==> src/rtl/sevenseg_pkg.sv <==
// Shared definitions for the seven-segment scanner family.
// Holds display geometry, pattern/enable vector types and the
// polarity helpers that map "lit/selected" onto pin levels.
package sevenseg_pkg;

    localparam int NUM_DIGITS = 4;
    localparam int SEG_WIDTH  = 7;
    localparam int IDX_W      = $clog2(NUM_DIGITS);

    // Polarity selector values for the *_ACTIVE_LOW parameters.
    localparam bit POL_ACTIVE_HIGH = 1'b0;
    localparam bit POL_ACTIVE_LOW  = 1'b1;

    typedef logic [SEG_WIDTH-1:0]  seg_t;
    typedef logic [NUM_DIGITS-1:0] dig_t;

    // Convert a "1 = lit" segment vector into pin levels.
    function automatic seg_t seg_drive(input seg_t lit, input bit active_low);
        return active_low ? ~lit : lit;
    endfunction

    // Convert a "1 = selected" digit vector into pin levels.
    function automatic dig_t dig_drive(input dig_t sel, input bit active_low);
        return active_low ? ~sel : sel;
    endfunction

endpackage

==> src/rtl/slot_timer.sv <==
// Slot timer: counts clocks within one digit slot (0..DIVIDE-1).
// Ports:
//   clk, reset     - system clock, synchronous active-high reset
//   enable         - 0 holds the counter cleared
//   slot_start     - counter is at 0 (first clock of a slot)
//   blanking       - counter is inside the blanking interval
//   blank_end      - last blanking clock (next clock is the first visible one)
//   wrap           - last clock of the slot
module slot_timer #(
    parameter int DIVIDE = 50000,
    parameter int BLANK  = 500,
    parameter int CNT_W  = $clog2(DIVIDE)
) (
    input  logic clk,
    input  logic reset,
    input  logic enable,
    output logic slot_start,
    output logic blanking,
    output logic blank_end,
    output logic wrap
);

    logic [CNT_W-1:0] cnt_reg;
    logic [CNT_W-1:0] cnt_next;

    assign slot_start = (cnt_reg == '0);
    assign blanking   = (cnt_reg <  CNT_W'(BLANK));
    assign blank_end  = (cnt_reg == CNT_W'(BLANK - 1));
    assign wrap       = (cnt_reg == CNT_W'(DIVIDE - 1));

    always_comb begin
        cnt_next = cnt_reg + 1'b1;
        if (wrap) begin
            cnt_next = '0;
        end
    end

    always_ff @(posedge clk) begin
        if (reset || !enable) begin
            cnt_reg <= '0;
        end else begin
            cnt_reg <= cnt_next;
        end
    end

endmodule

==> src/rtl/sevensegment_scanner.sv <==
// Four-digit multiplexed seven-segment driver with blanking and PWM dimming.
// Ports:
//   clk, reset                   - system clock, synchronous active-high reset
//   enable                       - 1 = scan, 0 = dark and counters cleared
//   first/second/third/fourth    - lit patterns for digits 0..3 (bit0 = seg a)
//   brightness                   - duty level 0..7 (0 = 1/8, 7 = full)
//   segments                     - shared segment bus, registered
//   digits                       - one-hot digit enables, registered
//   frame_start                  - pulse on the first clock of each digit-0 slot
module sevensegment_scanner
    import sevenseg_pkg::*;
#(
    parameter int DIVIDE         = 50000,
    parameter int BLANK          = 500,
    parameter int SEG_ACTIVE_LOW = 1,
    parameter int DIG_ACTIVE_LOW = 1
) (
    input  logic                  clk,
    input  logic                  reset,
    input  logic                  enable,
    input  logic [SEG_WIDTH-1:0]  first,
    input  logic [SEG_WIDTH-1:0]  second,
    input  logic [SEG_WIDTH-1:0]  third,
    input  logic [SEG_WIDTH-1:0]  fourth,
    input  logic [2:0]            brightness,
    output logic [SEG_WIDTH-1:0]  segments,
    output logic [NUM_DIGITS-1:0] digits,
    output logic                  frame_start
);

    localparam int CNT_W   = $clog2(DIVIDE);
    localparam bit SEG_POL = (SEG_ACTIVE_LOW != 0);
    localparam bit DIG_POL = (DIG_ACTIVE_LOW != 0);

    generate
        if (DIVIDE < 4 || DIVIDE > (1 << 20) || BLANK < 1 || BLANK > DIVIDE - 2) begin : g_bad_params
            $error("sevensegment_scanner: illegal DIVIDE/BLANK combination");
        end
    endgenerate

    logic slot_start;
    logic blanking;
    logic blank_end;
    logic wrap;

    slot_timer #(
        .DIVIDE (DIVIDE),
        .BLANK  (BLANK),
        .CNT_W  (CNT_W)
    ) u_slot_timer (
        .clk        (clk),
        .reset      (reset),
        .enable     (enable),
        .slot_start (slot_start),
        .blanking   (blanking),
        .blank_end  (blank_end),
        .wrap       (wrap)
    );

    logic [IDX_W-1:0] idx_reg;
    logic [2:0]       pwm_reg;
    logic [2:0]       pwm_next;
    seg_t             pat_snap_reg;
    logic [2:0]       br_snap_reg;
    seg_t             segments_reg;
    dig_t             digits_reg;
    logic             frame_reg;

    seg_t pats [NUM_DIGITS];
    assign pats[0] = first;
    assign pats[1] = second;
    assign pats[2] = third;
    assign pats[3] = fourth;

    // PWM phase is realigned to the first visible clock so that every
    // brightness level yields the same lit count in each slot regardless
    // of how BLANK relates to the 8-step PWM period.
    always_comb begin
        pwm_next = pwm_reg + 3'd1;
        if (wrap || blank_end) begin
            pwm_next = 3'd0;
        end
    end

    logic visible;
    assign visible = !blanking && (pwm_reg <= br_snap_reg);

    dig_t dig_on;
    generate
        for (genvar gi = 0; gi < NUM_DIGITS; gi++) begin : g_dig
            assign dig_on[gi] = visible && (idx_reg == IDX_W'(gi));
        end
    endgenerate

    seg_t seg_on;
    assign seg_on = visible ? pat_snap_reg : '0;

    always_ff @(posedge clk) begin
        if (reset) begin
            idx_reg      <= '0;
            pwm_reg      <= '0;
            pat_snap_reg <= '0;
            br_snap_reg  <= '0;
            segments_reg <= seg_drive('0, SEG_POL);
            digits_reg   <= dig_drive('0, DIG_POL);
            frame_reg    <= 1'b0;
        end else if (!enable) begin
            idx_reg      <= '0;
            pwm_reg      <= '0;
            segments_reg <= seg_drive('0, SEG_POL);
            digits_reg   <= dig_drive('0, DIG_POL);
            frame_reg    <= 1'b0;
        end else begin
            if (wrap) begin
                idx_reg <= idx_reg + 1'b1;
            end
            pwm_reg <= pwm_next;
            // Slot 0 is always blanked, so capturing here never shows a
            // half-updated pattern.
            if (slot_start) begin
                pat_snap_reg <= pats[idx_reg];
                br_snap_reg  <= brightness;
            end
            segments_reg <= seg_drive(seg_on, SEG_POL);
            digits_reg   <= dig_drive(dig_on, DIG_POL);
            frame_reg    <= slot_start && (idx_reg == '0);
        end
    end

    assign segments    = segments_reg;
    assign digits      = digits_reg;
    assign frame_start = frame_reg;

endmodule
==> config.mk <==
export PLATFORM = sky130hd
export DESIGN_NAME = sevensegment_scanner
export DESIGN_NICKNAME = d
export VERILOG_FILES = /design/src/rtl/sevenseg_pkg.sv /design/src/rtl/slot_timer.sv /design/src/rtl/sevensegment_scanner.sv
export SDC_FILE = /design/constraint.sdc
export NUM_CORES = 1
export LEC_CHECK = 0
export BUFFER_PORTS_ARGS = -buffer_cell sky130_fd_sc_hd__buf_4
export CAP_MARGIN = 5
export CORE_AREA = 2 2 75 77
export CTS_CLUSTER_DIAMETER = 150
export DETAILED_ROUTE_END_ITERATION = 8
export DIE_AREA = 0 0 77 79
export PLACE_DENSITY = 0.6
export SLEW_MARGIN = 30
export SYNTH_ARGS = -nofsm -noshare
export SYNTH_HDL_FRONTEND = slang
export SYNTH_SLANG_ARGS = --single-unit
==> constraint.sdc <==
create_clock -name clk -period 2.4 [get_ports clk]
set_clock_uncertainty 0.2 [all_clocks]
set_input_delay 0.48 -clock clk [delete_from_list [all_inputs] [get_ports clk]]
set_output_delay 0.48 -clock clk [all_outputs]
set_load 0.05 [all_outputs]
Word level (Yosys, flattened, before mapping)
Index checks and enable logic that the tools add are counted.

operators by class
  $add $sub $neg = 3
  $lt $le $gt $ge = 3
  eq/ne operators = 5
  mux-type cells = 4
  bitwise gates (word level) = 4
  reductions and logical operators = 16

operators by type and width
  kind                     number
  $mux W7                  3
  $add A16 B1 Y16 const B  1
  $eq A16 B16 Y1 const B   1
  $eq A16 B9 Y1 const B    1
  $logic_not A16 Y1        1
  $lt A16 B9 Y1 const B    1
  $bmux W7 S2              1
  $not A7 Y7               1
  $logic_and A1 B1 Y1      6
  $eq A2 B2 Y1 const B     2
  $not A4 Y4               1
  $reduce_or A2 Y1         2
  $add A3 B1 Y3 const B    1
  $ge A3 B3 Y1 const B     1
  $le A3 B3 Y1             1
  $not A2 Y3               1
  $reduce_or A3 Y1         1
  $add A2 B1 Y2 const B    1
  $eq A2 B1 Y1 const B     1
  $logic_not A1 Y1         2
  $logic_not A2 Y1         1
  $logic_or A1 B1 Y1       2
  $reduce_and A2 Y1        1
  $not A1 Y1               1

storage, ports and cells
  register bits after elaboration = 43
  input port bits = 34
  output and inout bits = 12
  word-level logic and storage cells = 43

Depth between registers and ports, before layout
Gate-level depths: netlist of the first run.

  depth in word-level cells = 5
  depth in mapped cells = 7
  mapped depth without buffers = 6

Modules after synthesis
A second synthesis of the first run with hierarchy kept.

second synthesis, totals
  cell total of the unflattened synthesis = 207
  area total of the unflattened synthesis = 1984.4 sq um

by module, submodules not included
  module                times used  cells each  area an instance (sq um)  seq. area each (sq um)
  sevensegment_scanner  1           113         1183.6                    540.5
  slot_timer            1           94          800.8                     320.3

Worst setup path after synthesis of the first run
No wires, ideal clock.

  kind = flip-flop to flip-flop
  from = register br_snap_reg[1]
  to = register digits_reg[0] (netlist: digits[0])
  library setup time = 138 ps
  data arrival time = 1442 ps
  required time = 2062 ps
  setup slack = 620 ps
  stages on the path, launching flop included = 8
  path buffers = 1
  clock period less this slack = 1780 ps
  cells stage by stage = dfxtp_1 -> inv_1 -> ha_1 -> nor2b_1 -> o21a_1 -> o21ai_0 -> clkbuf_1 -> nand4_1

between the ends
  word-level cells in the longest chain between the ends = 4

RTL lines
  element                 RTL line                     source
  from (decl)             sevensegment_scanner.sv:64   logic [2:0] br_snap_reg;
  from (signal assigned)  sevensegment_scanner.sv:122  br_snap_reg <= brightness;
  $le A3 B3 Y1            sevensegment_scanner.sv:86   assign visible = !blanking && (pwm_reg <= br_snap_reg);
  $logic_and A1 B1 Y1     sevensegment_scanner.sv:86
  $logic_and A1 B1 Y1     sevensegment_scanner.sv:91   assign dig_on[gi] = visible && (idx_reg == IDX_W'(gi));
  $not A4 Y4              sevenseg_pkg.sv:24           return active_low ? ~sel : sel;
  to (signal assigned)    sevensegment_scanner.sv:105  digits_reg <= dig_drive('0, DIG_POL);
  to (signal assigned)    sevensegment_scanner.sv:111  digits_reg <= dig_drive('0, DIG_POL);
  to (signal assigned)    sevensegment_scanner.sv:125  digits_reg <= dig_drive(dig_on, DIG_POL);
  to (decl)               sevensegment_scanner.sv:66   dig_t digits_reg;

Every way passes these cells.
A chain may end at the register's enable or synchronous reset.

Worst setup path in the final report of the first run
  from = register u_slot_timer.cnt_reg[0]
  to = register pat_snap_reg[2]

between the ends
  word-level cells in the longest chain between the ends = 2

RTL lines
  element                             RTL line                     source
  from (decl)                         slot_timer.sv:23             logic [CNT_W-1:0] cnt_reg;
  from (signal assigned)              slot_timer.sv:42             cnt_reg <= cnt_next;
  $logic_not A16 Y1                   slot_timer.sv:26             assign slot_start = (cnt_reg == '0);
  $reduce_and A2 Y1 (no source line)  n/a
  to (signal assigned)                sevensegment_scanner.sv:121  pat_snap_reg <= pats[idx_reg];
  to (decl)                           sevensegment_scanner.sv:63   seg_t pat_snap_reg;

Every way passes these cells.

==> implementation parameters, run 1 <==
Parameter                              Value

Route
  Number of nets with antenna violations after detailed routing    0
  Initial DRC Count    73
  Final routed wire length divided by cell count    13.6 um
  Vias    1,674
  Final WL    4.47 mm
  Via density    5.10
  DRC violations left    0
  Number of detailed-route iterations in the first pass    4

Power
  Internal power    1.21 mW
  Sw Share    0.211
  Sequential group share of total power    0.479
  Max VDD drop    0.364 mV
  Proportion of power drawn by the clock network    0.433
  Sum of internal, switching and leakage power    1.53 mW
  Power Density    600 nW/um^2
  Part of the total power dissipated in combinational logic    0.088
  Net switching power    323 uW
  Reported leakage power    0.939 nW

Timing
  Achievable clock frequency    502 MHz
  Max-slew violation count    0
  Final hold slack    0.194 ns
  Relative max-transition margin    0.642
  Setup repair after global routing missed its margin    false
  Number of failing setup endpoints in the final timing report    0
  Transition at the pin with the smallest max-transition slack    0.532 ns
  Slack of the critical path    0.407 ns
  Final Critical Period    1.99 ns
  Post-Route Setup TNS    0 ns
  Final cycle utilization of the critical path    0.831
  Final hold viol count    0

Final layout
  Antenna cell count    0
  Area of the multi-input gates    1050 um^2
  Utilization after layout    0.479
  Area overhead of the layout relative to synthesis    26.8%
  Sequential cell area    861 um^2
  Fillcell total    533
  Design area    2560 um^2
  Flip-flop count of the largest register after layout    16
  Fraction of layout cells with a size suffix above 1    0.277
  Final #Nets    299
  Final cell count without fillers    328

Worst setup path
  Buffers & Inverters on Critical Path    1
  CP required    2.43 ns
  Critical path data arrival time    2.02 ns
  Element type at the critical path end    flop
  Stage delay of the slowest cell on the critical path    0.54 ns
  Crit-path max FO    11
  Worst path slowest cell    sky130_fd_sc_hd__and4_1
  Kind of critical path    reg2reg
  Launching element type of the critical path    flop
  Crit-path cells    inv_1 > ha_1 > nor4b_1 > and4_1 > nand3_1 > a21oi_1
  Top delay family on crit path    simple AND/OR/NAND/NOR gates

Global routing
  Number of global-route vias before repair    1,577
  Overflow left after global routing    0
  Global-route usage over all layers    0.155
  Wire length of the first global-routing pass    7.44 mm
  Largest net degree at the start of global routing    20
  Initial antenna violation count    0

CTS
  Clock edge transition at the registers on the reported setup and hold paths    0.08 ns
  CTS Hold Buffers Added    0
  Worst skew pair latency    0.30 ns
  Maximum number of buffers from clock root to sink    2
  H-tree level count    2
  CTS Buf Count    5
  Post-cts repair resize count    0
  TritonCTS clock tree    yes
  Post-CTS setup buffer count    0
  Clk Tree Root Cell    sky130_fd_sc_hd__clkbuf_8
  Clock Sink Count    43

Synth
  Post-synthesis instance area    2020 um^2
  Flop and latch count out of synthesis    43
  Synthesized instance count    211
  Nets in the synthesized netlist    255
  Share of the yosys chip area belonging to registers    0.427
  Count of synthesis-stage warnings from yosys    0
  Synth area leaders    sky130_fd_sc_hd__dfxtp_1 43%, sky130_fd_sc_hd__mux4_2 7.8%, sky130_fd_sc_hd__ha_1 6.2%
  Number of library cell types mapped by synthesis    33
  Library cell with the largest summed area after synthesis    sky130_fd_sc_hd__dfxtp_1
  Top-area cell type share of the netlist area    0.427
  Synth Area per Inst    9.56 um^2

Floorplanning
  Core area    5340 um^2
  Area of the die    6080 um^2
  Die span in x    77 um
  Initial core utilization    0.378
  Number of ports placed on the die boundary    46
  Die outline height    79 um
  Core Rows    27

Placed design
  Final GP Congestion    0.726
  Cell count after placement    320
  Count of buffers inserted at the top-level ports    45
  Half-perimeter wire length of the detailed placement result    3.22 mm
  Placement-stage cell area    2420 um^2
  Placement Setup Slack    0.390 ns

Job
  Max_cap viols    0

Min path
  Kind of path behind the tightest hold check    reg2reg

Status
  Result of the run    finished, final reports clean
## layer usage
| metal | part of all wire | global-route usage |
|---|---|---|
| met2 | 0.46 | 0.253 |
| met1 | 0.46 | 0.193 |
| met4 | 0.015 | 0.0589 |
| met3 | 0.071 | 0.0489 |
| met5 | 0 | 0 |
## cell usage after synthesis
library cell / number
sky130_fd_sc_hd__nand3_2: 1
sky130_fd_sc_hd__o311ai_1: 1
sky130_fd_sc_hd__nor3b_1: 1
sky130_fd_sc_hd__and4_1: 2
sky130_fd_sc_hd__buf_2: 3
sky130_fd_sc_hd__xnor2_1: 11
sky130_fd_sc_hd__nand2b_1: 1
sky130_fd_sc_hd__nand3_1: 15
sky130_fd_sc_hd__a21oi_1: 12
sky130_fd_sc_hd__clkbuf_1: 7
sky130_fd_sc_hd__o21ai_0: 13
sky130_fd_sc_hd__mux4_2: 7
sky130_fd_sc_hd__o21ai_4: 1
sky130_fd_sc_hd__clkbuf_2: 1
sky130_fd_sc_hd__nor3_1: 7
sky130_fd_sc_hd__or2_2: 1
sky130_fd_sc_hd__nand4bb_4: 1
sky130_fd_sc_hd__nor4_4: 1
sky130_fd_sc_hd__nand2_1: 6
sky130_fd_sc_hd__buf_4: 2
sky130_fd_sc_hd__nor4_1: 5
sky130_fd_sc_hd__ha_1: 10
sky130_fd_sc_hd__and3_1: 1
sky130_fd_sc_hd__dfxtp_1: 43
sky130_fd_sc_hd__nor2_1: 21
sky130_fd_sc_hd__nor4b_1: 1
sky130_fd_sc_hd__nor2b_1: 1
sky130_fd_sc_hd__inv_1: 12
sky130_fd_sc_hd__o21a_1: 1
sky130_fd_sc_hd__xor2_1: 4
sky130_fd_sc_hd__nand4_1: 15
sky130_fd_sc_hd__nand4_2: 1
sky130_fd_sc_hd__or3_1: 2
## layout by cell type, fill, tap and decap left out, types with 2 or more instances in the layout
cell type / netlist / final
sky130_fd_sc_hd__clkbuf_8: 0 / 5
sky130_fd_sc_hd__xor2_1: 4 / 4
sky130_fd_sc_hd__nor3_1: 7 / 7
sky130_fd_sc_hd__a21oi_1: 12 / 12
sky130_fd_sc_hd__or3_1: 2 / 2
sky130_fd_sc_hd__xnor2_1: 11 / 11
sky130_fd_sc_hd__nor2_1: 21 / 21
sky130_fd_sc_hd__nand3_1: 15 / 15
sky130_fd_sc_hd__buf_4: 2 / 50
sky130_fd_sc_hd__bufinv_16: 0 / 2
sky130_fd_sc_hd__inv_1: 12 / 12
sky130_fd_sc_hd__ha_1: 10 / 10
sky130_fd_sc_hd__and4_1: 2 / 2
sky130_fd_sc_hd__nand4_1: 15 / 15
sky130_fd_sc_hd__dfxtp_1: 43 / 43
sky130_fd_sc_hd__o21ai_0: 13 / 13
sky130_fd_sc_hd__nor4_1: 5 / 5
sky130_fd_sc_hd__nand2_1: 6 / 6
sky130_fd_sc_hd__mux4_2: 7 / 7
## power by group through the flow
stage          Clock, mW  Sequential, mW  Combinational, mW
6_report           0.664           0.736              0.134
5_1_grt            0.710           0.737              0.149
4_1_cts            0.683           0.735              0.136
3_5_place_dp           0           0.752              0.135
3_3_place_gp           0           0.752              0.133
2_1_floorplan          0           0.754             0.0695
## layout make-up
cell class                 instances  area share
sequential                        43       0.336
inverter                          12      0.0176
clock buffer                       5      0.0269
multi-input combinational        143       0.411
clock inverter                     3      0.0264
tap                               72      0.0352
timing repair buffer              50       0.147
## logic make-up (layout without fill, tap and decap cells)
| group | count (synthesis) | in the layout | share of synthesized area |
|---|---|---|---|
| AND/OR/NAND/NOR | 83 | 83 | 0.237 |
| flip-flops | 43 | 43 | 0.427 |
| AO/OA/AOI/OAI | 28 | 28 | 0.0781 |
| buffers and inverters | 25 | 70 | 0.0527 |
| XOR/XNOR | 15 | 15 | 0.0651 |
| adder cells (fa/ha/maj) | 10 | 10 | 0.0620 |
| multiplexers | 7 | 7 | 0.0781 |
## worst paths after layout
check                          start         endpoint  slack [ns]  cells after the start
max reg2reg  u_slot_timer.cnt_reg[0]  pat_snap_reg[2]        0.41                      6
min reg2reg          pat_snap_reg[2]      segments[2]        0.19                      1
min                  pat_snap_reg[2]      segments[2]        0.19                      1
max          u_slot_timer.cnt_reg[0]  pat_snap_reg[2]        0.41                      6
Power figures use the tool's default switching activity.
==> run 2: changes to the inputs <==
==> constraint.sdc (replaced) <==
create_clock -name clk -period 2 [get_ports clk]
set_clock_uncertainty 0.2 [all_clocks]
set_input_delay 0.4 -clock clk [delete_from_list [all_inputs] [get_ports clk]]
set_output_delay 0.4 -clock clk [all_outputs]
set_load 0.05 [all_outputs]
==> implementation parameters, run 2 (synthesized netlist as in run 1, its figures left out) <==
Parameter                              Value

Status
  Result of the run    finished, final reports clean

Power
  Internal power    1.21 mW (about the same)
  Max VDD drop    0.301 mV (-17%)
  Reported leakage power    0.950 nW (+1.2%)
  Proportion of power drawn by the clock network    0.350 (-0.083)
  Power Density    628 nW/um^2 (+4.7%)
  Net switching power    405 uW (+25%)
  Part of the total power dissipated in combinational logic    0.104 (+0.016)
  Sequential group share of total power    0.546 (+0.067)
  Sw Share    0.250 (+0.0397)

CTS
  CTS Buf Count    5 (unchanged)
  TritonCTS clock tree    yes
  Clock edge transition at the registers on the reported setup and hold paths    0.09 ns (about the same)
  Clock Sink Count    43 (unchanged)
  Maximum number of buffers from clock root to sink    2 (unchanged)
  Post-CTS setup buffer count    0 (unchanged)
  Clk Tree Root Cell    sky130_fd_sc_hd__clkbuf_8
  Worst skew pair latency    0.30 ns (about the same)
  H-tree level count    2 (unchanged)

Worst setup path
  CP required    2.02 ns (-0.41 ns)
  Crit-path cells    inv_1 > ha_1 > nor4b_1 > and4_2 > nand3_1 > a21oi_1
  Launching element type of the critical path    flop
  Kind of critical path    reg2reg
  Element type at the critical path end    flop
  Buffers & Inverters on Critical Path    1 (unchanged)
  Critical path data arrival time    1.87 ns (-0.15 ns)
  Crit-path max FO    11 (unchanged)
  Stage delay of the slowest cell on the critical path    0.44 ns (-0.10 ns)
  Setup slack of the worst register-to-register path    0.15 ns (-0.26 ns)
  Worst path slowest cell    sky130_fd_sc_hd__and4_2
  Top delay family on crit path    simple AND/OR/NAND/NOR gates

Timing
  Final cycle utilization of the critical path    0.925 (+0.0946)
  Setup repair after global routing missed its margin    false
  Final hold viol count    0 (unchanged)
  Final Critical Period    1.85 ns (-0.143 ns)
  Number of failing setup endpoints in the final timing report    0 (unchanged)
  Transition at the pin with the smallest max-transition slack    0.400 ns (-0.132 ns)
  Achievable clock frequency    540 MHz (+7.7%)
  Relative max-transition margin    0.732 (+0.0896)
  Post-Route Setup TNS    0 ns (unchanged)
  Max-slew violation count    0 (unchanged)

Route
  Vias    1,671 (-0.18%)
  Final routed wire length divided by cell count    13.2 um (-3.3%)
  Via density    5.00 (-2.0%)
  DRC violations left    0 (unchanged)
  Final WL    4.40 mm (-1.5%)
  Number of detailed-route iterations in the first pass    4 (unchanged)
  Initial DRC Count    82 (+12%)
  Number of nets with antenna violations after detailed routing    0 (unchanged)

Global routing
  Wire length of the first global-routing pass    7.56 mm (+1.6%)
  Overflow left after global routing    0 (unchanged)
  Number of global-route vias before repair    1,572 (-0.32%)
  Largest net degree at the start of global routing    20 (unchanged)
  Global-route usage over all layers    0.154 (-0.000565)
  Initial antenna violation count    0 (unchanged)

Placed design
  Final GP Congestion    0.733 (+0.91%)
  Half-perimeter wire length of the detailed placement result    3.17 mm (-1.5%)
  Placement-stage cell area    2480 um^2 (+2.4%)
  Count of buffers inserted at the top-level ports    45 (unchanged)

Final layout
  Fillcell total    540 (+1.3%)
  Final #Nets    305 (+2.0%)
  Antenna cell count    0 (unchanged)
  Fraction of layout cells with a size suffix above 1    0.298 (+0.0204)
  Area overhead of the layout relative to synthesis    27.5%
  Design area    2570 um^2 (+0.59%)
  Top library cells by usage in the layout, fill and taps aside    55 x sky130_fd_sc_hd__buf_4, 43 x sky130_fd_sc_hd__dfxtp_1, 21 x sky130_fd_sc_hd__nor2_1, 15 x sky130_fd_sc_hd__nand3_1, 15 x sky130_fd_sc_hd__nand4_1
  Flip-flop count of the largest register after layout    16 (unchanged)
  Leading cell type in the layout, fill and taps excluded    sky130_fd_sc_hd__buf_4

Floorplanning
  Core area    5340 um^2 (unchanged)
  Die outline height    79 um (unchanged)
  Initial core utilization    0.378 (unchanged)
  Core Rows    27 (unchanged)
  Area of the die    6080 um^2 (unchanged)
  Die span in x    77 um (unchanged)
  Number of ports placed on the die boundary    46 (unchanged)

Job
  Max_cap viols    0 (unchanged)

Min path
  Kind of path behind the tightest hold check    in2reg
## run 2: cell types whose count changed in the layout (fill, tap and decap cells not counted)
cell,before,now
sky130_fd_sc_hd__and4_1,2,1
sky130_fd_sc_hd__and4_2,0,1
sky130_fd_sc_hd__buf_12,0,1
sky130_fd_sc_hd__buf_4,50,55
sky130_fd_sc_hd__bufinv_16,2,0
sky130_fd_sc_hd__clkinvlp_4,1,2
sky130_fd_sc_hd__inv_6,0,1
## run 2: repair_timing
action,in CTS,in global routing
gates resized for setup,0,1
hold buffers,0,0
setup endpoints to repair,0,10
## run 2: final cells by class
cell class	count	area, um^2	share of cell area
clock buffer	5	68.8	0.0267
clock inverter	3	23.8	0.00924
inverter	12	45.0	0.0175
multi-input combinational	143	1050	0.409
sequential	43	861	0.334
tap	72	90.1	0.0350
timing repair buffer	56	433	0.168
## run 2: worst paths after layout
check | startpoint | endpoint | cells after the start
setup / recovery | u_slot_timer.cnt_reg[0] | pat_snap_reg[3] | 6
hold / removal | reset | pat_snap_reg[6] | 2
setup reg to reg | u_slot_timer.cnt_reg[0] | pat_snap_reg[3] | 6
hold reg to reg | pat_snap_reg[3] | segments[3] | 1
## run 2: per-layer routing
metal,vias to the layer above,track usage,share of wire
li1,852,-,-
met1,773,0.205,0.49
met2,42,0.243,0.44
met3,4,0.0455,0.062
met4,0,0.0482,0.0086
met5,-,0,0
## run 2: power by group through the flow
stage / combinational [mW] / clock (mW) / sequential, mW
after global placement: 0.166 / 0 / 0.903
after detailed placement: 0.168 / 0 / 0.903
after floorplan: 0.0834 / 0 / 0.904
after global routing: 0.185 / 0.628 / 0.886
after CTS: 0.169 / 0.590 / 0.883
final: 0.168 / 0.565 / 0.883
## run 2: per-stage QoR
| step | util | worst slack, ns | cells | hold WS, ns | power (mW) |
|---|---|---|---|---|---|
| 4_1_cts | 0.482 | 0.0436 | 334 | 0.144 | 1.64 |
| 3_5_place_dp | 0.465 | 0.0878 | 326 | 0.176 | 1.07 |
| 5_1_grt | 0.482 | 0.000963 | 334 | 0.145 | 1.70 |
| 6_report | 0.482 | 0.150 | 334 | 0.159 | 1.62 |
| 3_3_place_gp | 0.465 | 0.155 | 326 | 0.175 | 1.07 |
| 2_1_floorplan | - | 0.220 | 211 | 0.167 | 0.988 |
